[config.mk]
export PLATFORM = sky130hd
export DESIGN_NAME = sram_arbiter
export DESIGN_NICKNAME = d
export VERILOG_FILES = /design/src/rtl/sram_arbiter.sv
export SDC_FILE = /design/constraint.sdc
export NUM_CORES = 1
export LEC_CHECK = 0
export BUFFER_PORTS_ARGS = -buffer_cell sky130_fd_sc_hd__buf_2
export CORE_MARGIN = 3
export CORE_UTILIZATION = 42
export DETAILED_ROUTE_END_ITERATION = 7
export GPL_TIMING_DRIVEN = 0
export PLACE_DENSITY = 0.8
export SYNTH_ARGS = -nofsm -noshare
export SYNTH_HDL_FRONTEND = slang
export SYNTH_SLANG_ARGS = --single-unit
[constraint.sdc]
create_clock -name clk -period 1.9 [get_ports clk]
set_clock_uncertainty 0.05 [all_clocks]
set_input_delay 0.095 -clock clk [delete_from_list [all_inputs] [get_ports clk]]
set_output_delay 0.095 -clock clk [all_outputs]
set_load 0.005 [all_outputs]
[src/rtl/sram_arbiter.sv]
// sram_arbiter: shares one SRAM controller between the MEM stage (port 0) and a
// secondary master (port 1). One access at a time: the winner's op, address and
// write data are latched in IDLE and held on the controller lines for the whole
// BUSY phase; DONE returns a one-cycle ack with the captured read data.
//
// Build option: define SRAM_ARB_RR_EN for round-robin arbitration on contention.
// Without it port 0 always wins contention (last_grant is still tracked).
//
// state | meaning
// ------+---------------------------------------------------------------
// IDLE  | no access in flight, enables low, requests sampled every edge
// BUSY  | enables driven from latched op, waiting for mem_ready
// DONE  | enables low, ack to owner for one cycle, requests ignored

module sram_arbiter #(
   parameter int ADDR_W = 32,
   parameter int DATA_W = 32
) (
   input  logic              clk,
   input  logic              rst,
   input  logic              req0,
   input  logic              wr0,
   input  logic [ADDR_W-1:0] addr0,
   input  logic [DATA_W-1:0] wdata0,
   output logic              ack0,
   input  logic              req1,
   input  logic              wr1,
   input  logic [ADDR_W-1:0] addr1,
   input  logic [DATA_W-1:0] wdata1,
   output logic              ack1,
   output logic [DATA_W-1:0] rdata,
   output logic              grant,
   output logic              busy,
   output logic              mem_w_en,
   output logic              mem_r_en,
   output logic [ADDR_W-1:0] mem_addr,
   output logic [DATA_W-1:0] mem_wdata,
   input  logic              mem_ready,
   input  logic [DATA_W-1:0] mem_rdata
);

   typedef enum logic [1:0] {
      IDLE = 2'd0,
      BUSY = 2'd1,
      DONE = 2'd2
   } state_t;

   state_t            state;
   state_t            state_nxt;
   logic              lat_wr;
   logic [ADDR_W-1:0] lat_addr;
   logic [DATA_W-1:0] lat_wdata;
   logic              grant_q;
   logic              last_grant;
   logic              win;
   logic              start;

   // Winner selection among current requesters.
   always_comb begin
      win = 1'b0;
      if (req0 && req1) begin
`ifdef SRAM_ARB_RR_EN
         win = ~last_grant;
`else
         // Fixed priority: port 0 wins; last_grant is history only here.
         win = last_grant & 1'b0;
`endif
      end else if (req1) begin
         win = 1'b1;
      end
   end

   assign start = (state == IDLE) && (req0 || req1);

   // State register.
   always_ff @(posedge clk) begin
      if (rst) begin
         state <= IDLE;
      end else begin
         state <= state_nxt;
      end
   end

   // Next-state and state-decoded outputs. mem_ready only matters in BUSY:
   // the controller reports ready whenever it is idle.
   always_comb begin
      state_nxt = state;
      mem_w_en  = 1'b0;
      mem_r_en  = 1'b0;
      busy      = 1'b0;
      grant     = 1'b0;
      ack0      = 1'b0;
      ack1      = 1'b0;
      case (state)
         IDLE: begin
            if (req0 || req1) begin
               state_nxt = BUSY;
            end
         end
         BUSY: begin
            busy     = 1'b1;
            grant    = grant_q;
            mem_w_en = lat_wr;
            mem_r_en = ~lat_wr;
            if (mem_ready) begin
               state_nxt = DONE;
            end
         end
         DONE: begin
            busy      = 1'b1;
            grant     = grant_q;
            ack0      = ~grant_q;
            ack1      = grant_q;
            state_nxt = IDLE;
         end
         default: begin
            state_nxt = IDLE;
         end
      endcase
   end

   // Request latch on IDLE->BUSY and read-data capture on the ready edge.
   always_ff @(posedge clk) begin
      if (rst) begin
         lat_wr     <= 1'b0;
         lat_addr   <= '0;
         lat_wdata  <= '0;
         grant_q    <= 1'b0;
         last_grant <= 1'b1;
         rdata      <= '0;
      end else begin
         if (start) begin
            lat_wr     <= win ? wr1    : wr0;
            lat_addr   <= win ? addr1  : addr0;
            lat_wdata  <= win ? wdata1 : wdata0;
            grant_q    <= win;
            last_grant <= win;
         end
         if ((state == BUSY) && mem_ready && !lat_wr) begin
            rdata <= mem_rdata;
         end
      end
   end

   // Controller lines come only from the latch so requester inputs may move.
   assign mem_addr  = lat_addr;
   assign mem_wdata = lat_wdata;

endmodule

Word level (Yosys, flattened, before mapping)
Cells that the tools add are included.
{"block": "op_classes", "n_addsub": 0, "multipliers": 0, "div_mod_pow": 0, "order_cmp": 0, "n_eq_ne": 4, "shifts": 0, "muxes": 14, "n_bitwise": 2, "reduce_logical": 9}
{"op": "$mux W32", "count": 2}
{"op": "$mux W1", "count": 9}
{"op": "$logic_and A1 B1 Y1", "count": 4}
{"op": "$mux W2", "count": 2}
{"op": "$pmux W2 S2", "count": 1}
{"op": "$eq A2 B1 Y1 const B", "count": 1}
{"op": "$eq A2 B2 Y1 const B", "count": 1}
{"op": "$logic_not A2 Y1", "count": 1}
{"op": "$ne A2 B1 Y1 const B", "count": 1}
{"op": "$ne A2 B2 Y1 const B", "count": 1}
{"op": "$not A1 Y1", "count": 2}
{"op": "$reduce_and A2 Y1", "count": 1}
{"op": "$reduce_or A2 Y1", "count": 1}
{"op": "$logic_not A1 Y1", "count": 1}
{"op": "$logic_or A1 B1 Y1", "count": 1}
{"block": "totals", "regBits": 100, "latch_bits": 0, "ramBits": 0, "rom_bits": 0, "input_bits": 167, "out_inout_bits": 102, "wordCells": 35, "mem_count": 0}

Logic depth before layout (Yosys ltp)
Gate-level depths: netlist of run 1.
{"block": "logic_depth", "word_depth": 3, "depth_mapped": 7, "depth_no_buf": 5}

Least setup slack after synthesis of run 1
No wires, ideal clock.
{"block": "synth_timing", "kind": "reg-to-reg", "startpoint": "reg state[0]", "endpoint": "reg lat_addr[26], in the netlist mem_addr[26]", "setup_time_ns": 0.091, "arrival_ns": 1.328, "required_ns": 1.759, "slack_ns": 0.432, "stages_incl_launch_ff": 7, "path_buffers": 2, "synth_period_minus_slack_ns": 1.468, "path_cell_list": "dfxtp_1 inv_1 ha_1 o21a_2 buf_4 clkbuf_1 a311oi_1"}
{"block": "synth_via", "elab_chain_cells": 2}
{"item": "start: declaration", "line_no": "48", "rtl": "state_t state;"}
{"item": "start signal: assignment", "line_no": "80", "rtl": "state <= state_nxt;"}
{"item": "$logic_not A2 Y1", "line_no": "73", "rtl": "assign start = (state == IDLE) && (req0 || req1);"}
{"item": "$logic_and A1 B1 Y1", "line_no": "73"}
{"item": "end signal: assignment", "line_no": "134", "rtl": "lat_addr <= win ? addr1 : addr0;"}
{"item": "end: declaration", "line_no": "51", "rtl": "logic [ADDR_W-1:0] lat_addr;"}
Every way passes these cells.
A chain may end at the register's enable or synchronous reset.

Worst setup path in the final report of run 1
{"block": "layout_timing", "startpoint": "reg state[1]", "endpoint": "reg lat_addr[6], in the netlist mem_addr[6]"}
The elaborated chain is that of the path after synthesis.

==> key figures, run 1 <==
Clock tree
  • Sink Count: 100
  • Worst skew pair latency: 0.34 ns
  • Post-CTS clock slew at the launch and capture registers of the worst setup and hold paths: about 0.10 ns
  • Root cell of the clock tree: sky130_fd_sc_hd__clkbuf_8
  • CTS Buffer Depth: 2
  • Post-CTS Setup Repair Bufs: 0
  • CTS tree: built
  • Total CTS buffers: 9
  • Total number of H-tree levels: 3

GRT
  • Global-route congestion overflow total: 0
  • Initial antenna violation count: 2
  • Vias in the first global route: 6275
  • Overall track demand over capacity in global routing: 0.3367
  • Largest net degree at the start of global routing: 18
  • Global-route wire length before repair: roughly 30000 um

Logic synthesis
  • Number of standard cells after synthesis: 530
  • Yosys reg bits: 100
  • Commonest register cell after synthesis: sky130_fd_sc_hd__dfxtp_1
  • FFs w/ async S/R, synth: 0
  • Count leader, synth: sky130_fd_sc_hd__nand2_1
  • Synth top cells by count: sky130_fd_sc_hd__nand2_1, sky130_fd_sc_hd__dfxtp_1, sky130_fd_sc_hd__nor2_1
  • Synthesized Nets: ~700
  • Synth area leaders: sky130_fd_sc_hd__dfxtp_1, sky130_fd_sc_hd__nand2_1, sky130_fd_sc_hd__a311oi_1
  • EDFF count, synth: 0
  • Avg Inst Size Synth: approximately 8 um2
  • Post-synth top area share: 0.4837
  • Netlist Area Pre-Place: between 4000 and 5000 um2
  • Syn. warnings: 0
  • Netlist cell types: 19
  • Sequential area share after synthesis: 0.4837
  • Cell taking the most area after synthesis: sky130_fd_sc_hd__dfxtp_1

Timing
  • Peak clock frequency supported by timing: 538.4 MHz
  • Post-route clock period utilization: 0.9776
  • RSZ-0062 raised after global routing: yes
  • Transition time at the pin with the least slew margin: 0.5898 ns
  • Max-slew headroom: 0.6068
  • Count of endpoints failing hold in the final timing report: 0
  • Final number of setup-violating endpoints: 0
  • Final Max Tran Viols: 0
  • Worst hold slack after final layout: 0.05319 ns
  • Clock period minus final worst setup slack: between 1.5 and 2 ns
  • Setup total negative slack: 0 ns

Detailed routing
  • Initial DRT Pass Iterations: 5
  • Detailed route wirelength on metal2: around 9600 um
  • Detailed-route wire length: roughly 19000 um
  • Highest metal layer with signal wires: met4
  • Routed wirelength normalized by instance count: between 15 and 20 um
  • Routed via count: around 6000
  • Met3 Wirelength: around 1700 um
  • Routed metal-1 wire length: just under 7000 um
  • Count of nets left with antenna violations after detail routing: 0
  • DR DRC count: 0
  • Number of DRC markers in iteration 0: roughly 350
  • Vias per cell: 5.362

Placed design
  • Placement Cell Area: 5642 um2
  • Port Buffer Count: 268
  • Post-detailed-placement half-perimeter wirelength: 11020 um
  • Dpl cells: between 900 and 1000
  • Final weighted congestion in routability-driven placement: around 0.85

Finish
  • Design Area, Final: about 7500 um2
  • Number of nets at the end of the flow: roughly 1100
  • P&R area growth vs syn: 81.17%
  • Fraction of layout instances using a drive strength above 1: 0.3255
  • Final non-filler cell total: roughly 1100

Die
  • Site row count: 35
  • Die area: between 10000 and 15000 um2
  • Number of primary I/O pins: approximately 270
  • Initial standard-cell utilization of the core: 0.4396
  • CORE AREA: ~9400 um2
  • Chip width: roughly 110 um
  • Die Y-Extent: about 110 um

Critical path
  • Critical path arrival: 2.05 ns
  • Type of origin of the critical path: register
  • Worst reg2reg startpoint: state[1]
  • Crit end category: register
  • Max FO, Critical Path: 10
  • WP data required: 2.09 ns
  • Category of the critical setup timing path: reg2reg
  • Crit. Startpoint: state[1]

Flow run
  • Max-cap viol count: 0

Worst hold path
  • Worst min-delay path category: in2reg
  • Worst min-delay path startpoint: rst

Run status
  • Outcome: finished, final reports clean

Power and ir drop
  • Worst IR Drop VDD: between 0.7 and 0.8 mV
  • Reported leakage power: 0.003584 uW
  • Ratio of total power to cell area: 953.1 nW/um2
[worst paths after layout]
check | endpoint | slack (ns) | depth (start not counted)
worst min-delay path | state[1] | 0.05 | 3
worst max register to register | mem_addr[6] | 0.04 | 7
worst min register to register | rdata[26] | 0.41 | 2
worst max-delay path | mem_addr[6] | 0.04 | 7
[kinds of logic after synthesis]
group	share of synthesized area
flip-flops	0.4837
AND/OR/NAND/NOR	0.2582
multiplexers	0.004837
buffers and inverters	0.05562
adder cells (fa/ha/maj)	0.01511
AO/OA/AOI/OAI	0.1826
[power by group]
group,total (uW),switching (uW),internal (uW)
logic,2930,1600,1330
registers,2940,314,2620
clock network,1280,791,492
[worst max-delay path: stages (launching register included)]
cell                       delay, ns
sky130_fd_sc_hd__dfxtp_1        0.34
sky130_fd_sc_hd__inv_1          0.14
sky130_fd_sc_hd__ha_2           0.24
sky130_fd_sc_hd__o21a_2         0.17
sky130_fd_sc_hd__buf_4          0.19
sky130_fd_sc_hd__buf_4          0.19
sky130_fd_sc_hd__nor2_1         0.09
sky130_fd_sc_hd__a311oi_2       0.34
[area by class of cell]
class                   instances  area, um2
diodes                          2      5.005
plain buffers                  46      239.0
clock buffers                  10      127.6
clock inverters                 6      48.80
fillers                       545       1917
inverters                       2      7.507
multi-input cells             382       1934
flip-flops and latches        100       2002
well taps                     129      161.4
repair buffers                431       2973
[sequential cells by signal, indices dropped and copies added, names as in the netlist]
name,count
state,2
grant_q,1
mem_addr,32
rdata,32
lat_wr,1
mem_wdata,32
[placed cells by master (no fill, tap or decap), types with 5 or more instances in the layout]
cell type / synthesis / routed
sky130_fd_sc_hd__dlygate4sd3_1: 0 / 163
sky130_fd_sc_hd__buf_4: 8 / 11
sky130_fd_sc_hd__nand2b_1: 5 / 5
sky130_fd_sc_hd__clkbuf_1: 22 / 17
sky130_fd_sc_hd__nor2_1: 66 / 66
sky130_fd_sc_hd__buf_2: 16 / 280
sky130_fd_sc_hd__a21oi_1: 34 / 34
sky130_fd_sc_hd__clkbuf_2: 0 / 5
sky130_fd_sc_hd__a311oi_1: 65 / 61
sky130_fd_sc_hd__dfxtp_1: 100 / 100
sky130_fd_sc_hd__nand2_1: 194 / 194
sky130_fd_sc_hd__clkbuf_8: 0 / 9
[layer usage]
metal / GRT usage / vias up
met5: 0 / -
met4: 0.2427 / 0
met3: 0.09063 / 124
met2: 0.5984 / 428
met1: 0.3359 / 2704
li1: - / 2685
[per-stage QoR]
step,util,total power (uW),worst slack [ns]
floorplan,-,4275,0.4315
global placement,0.5992,5310,0.1570
detailed placement,0.5992,5401,0.07624
CTS,0.7912,6912,0.06270
global route,0.7964,7538,-0.05106
finish,0.7964,7146,0.04248
[timing repair]
action                     in CTS  in global routing
setup endpoints to repair       0                 41
hold buffers                  163                  0
hold endpoints to repair       98                  0
resized for setup               0                 23
Power figures use the tool's default switching activity.
==> run 2: changes to the inputs <==
==> constraint.sdc (replaced) <==
create_clock -name clk -period 2 [get_ports clk]
set_clock_uncertainty 0.05 [all_clocks]
set_input_delay 0.1 -clock clk [delete_from_list [all_inputs] [get_ports clk]]
set_output_delay 0.1 -clock clk [all_outputs]
set_load 0.005 [all_outputs]
==> run 2 against run 1 <==
Sequential share of layout area is 0.15 points higher; die area stayed put; largest cell class unchanged; clock power is 5% lower; power is 6.0% lower; largest power group unchanged; core utilization is 0.45 points lower; critical path depth stayed put.
==> key figures, run 2 (synthesized netlist as in run 1, its figures left out) <==
Run status
  • Outcome: finished, final reports clean

Die
  • Initial standard-cell utilization of the core: 0.4396
  • CORE AREA: 9415 um2
  • Number of primary I/O pins: 269
  • Die Y-Extent: 105.3 um
  • Site row count: 35
  • Die area: about 11000 um2
  • Chip width: 105.3 um

Detailed routing
  • Routed via count: approximately 5900
  • Vias per cell: 5.336
  • Detailed-route wire length: about 19000 um
  • Number of DRC markers in iteration 0: between 300 and 400
  • Routed wirelength normalized by instance count: 17.36 um
  • Initial DRT Pass Iterations: 5
  • DR DRC count: 0
  • Count of nets left with antenna violations after detail routing: 0

Timing
  • Count of endpoints failing hold in the final timing report: 0
  • Clock period minus final worst setup slack: 1.907 ns
  • Transition time at the pin with the least slew margin: about 0.59 ns
  • Max-slew headroom: 0.6097
  • Post-route clock period utilization: 0.9537
  • Peak clock frequency supported by timing: 524.3 MHz
  • Final number of setup-violating endpoints: 0
  • Final Max Tran Viols: 0
  • Worst hold slack after final layout: approximately 0.044 ns

Finish
  • Most frequent cells in the layout: sky130_fd_sc_hd__buf_2, sky130_fd_sc_hd__nand2_1, sky130_fd_sc_hd__dlygate4sd3_1, sky130_fd_sc_hd__dfxtp_1, sky130_fd_sc_hd__nor2_1
  • Number of nets at the end of the flow: between 1000 and 1500
  • Filler cells: approximately 560
  • Reg area: 2002 um2
  • Fraction of layout instances using a drive strength above 1: 0.3186
  • P&R area growth vs syn: 80.14%
  • Most common cell after layout, fill and taps aside: sky130_fd_sc_hd__buf_2
  • Multi-input gate area in the final layout: 1913 um2
  • Design Area, Final: 7456 um2

Clock tree
  • Post-CTS clock slew at the launch and capture registers of the worst setup and hold paths: about 0.10 ns
  • Post-CTS Setup Repair Bufs: 0
  • Sink Count: 100
  • Root cell of the clock tree: sky130_fd_sc_hd__clkbuf_8
  • CTS Buffer Depth: 2
  • Total number of H-tree levels: 3
  • Worst skew pair latency: 0.34 ns
  • Total CTS buffers: 9
  • CTS tree: built

Critical path
  • Crit end category: register
  • Max FO, Critical Path: 10
  • Type of origin of the critical path: register
  • Critical path arrival: 2.10 ns
  • WP data required: between 2 and 2.5 ns
  • Category of the critical setup timing path: reg2reg

GRT
  • Global-route wire length before repair: 29990 um
  • Overall track demand over capacity in global routing: 0.3360
  • Global-route congestion overflow total: 0
  • Largest net degree at the start of global routing: 18
  • Initial antenna violation count: 2
  • Vias in the first global route: 6291

Power and ir drop
  • Ratio of total power to cell area: roughly 900 nW/um2
  • Worst IR Drop VDD: 0.5957 mV
  • Reported leakage power: about 0.0036 uW
  • Final Total Pwr: approximately 6700 uW

Placed design
  • Post-detailed-placement half-perimeter wirelength: 11020 um
  • Port Buffer Count: about 270
  • Placement Cell Area: 5642 um2
  • Final weighted congestion in routability-driven placement: around 0.85

Flow run
  • Max-cap viol count: 0

Worst hold path
  • Worst min-delay path category: in2reg
-- run 2: worst max-delay path, cell delays in order (launching register included) --
cell and delay, ns:
sky130_fd_sc_hd__dfxtp_1 0.34, sky130_fd_sc_hd__inv_1 0.13, sky130_fd_sc_hd__ha_1 0.25, sky130_fd_sc_hd__o21a_2 0.18, sky130_fd_sc_hd__buf_4 0.19, sky130_fd_sc_hd__buf_2 0.23
sky130_fd_sc_hd__nor2_1 0.08, sky130_fd_sc_hd__a311oi_1 0.34
-- run 2: per-layer routing --
metal / global-route usage / wire length, um
met4: 0.2549 / 1459
met3: 0.09492 / 1565
met5: 0 / 0
met1: 0.3273 / 6638
met2: 0.5970 / 9551
-- run 2: worst paths after layout --
check / startpoint / to / cells past startpoint / slack (ns)
max: state[1] / mem_addr[6] / 7 / 0.09
min: addr1[1] / mem_addr[1] / 3 / 0.04
max reg2reg: state[1] / mem_addr[6] / 7 / 0.09
min reg2reg: rdata[26] / rdata[26] / 2 / 0.41
-- run 2: repair_timing --
action / CTS / global route
hold buffers: 162 / 0
setup endpoints to repair: 0 / 4
endpoints found under the hold margin: 98 / 0
gates resized for setup: 0 / 6
-- run 2: layout make-up --
| type | count | area share |
|---|---|---|
| Multi-Input combinational cell | 382 | 0.2566 |
| Antenna cell | 2 | 0.0006713 |
| Inverter | 2 | 0.001007 |
| Timing Repair Buffer | 430 | 0.3974 |
| Tap cell | 129 | 0.02165 |
| Clock buffer | 10 | 0.01712 |
| Clock inverter | 6 | 0.006545 |
| Buffer | 46 | 0.03054 |
| Sequential cell | 100 | 0.2685 |
-- run 2: where the power goes --
group          switching, uW  internal [uW]
Sequential               298           2490
Clock                    746            468
Combinational           1490           1230
Total                   2530           4190
-- run 2: stage by stage --
| step | TNS [ns] | instances | utilization | worst slack, ns |
|---|---|---|---|---|
| 2_1_floorplan | 0 | 530 | - | 0.5315 |
| 3_3_place_gp | 0 | 927 | 0.5992 | 0.2570 |
| 3_5_place_dp | 0 | 927 | 0.5992 | 0.1762 |
| 4_1_cts | 0 | 1105 | 0.7902 | 0.1627 |
| 5_1_grt | -0.001716 | 1107 | 0.7919 | -0.001716 |
| 6_report | 0 | 1107 | 0.7919 | 0.09268 |
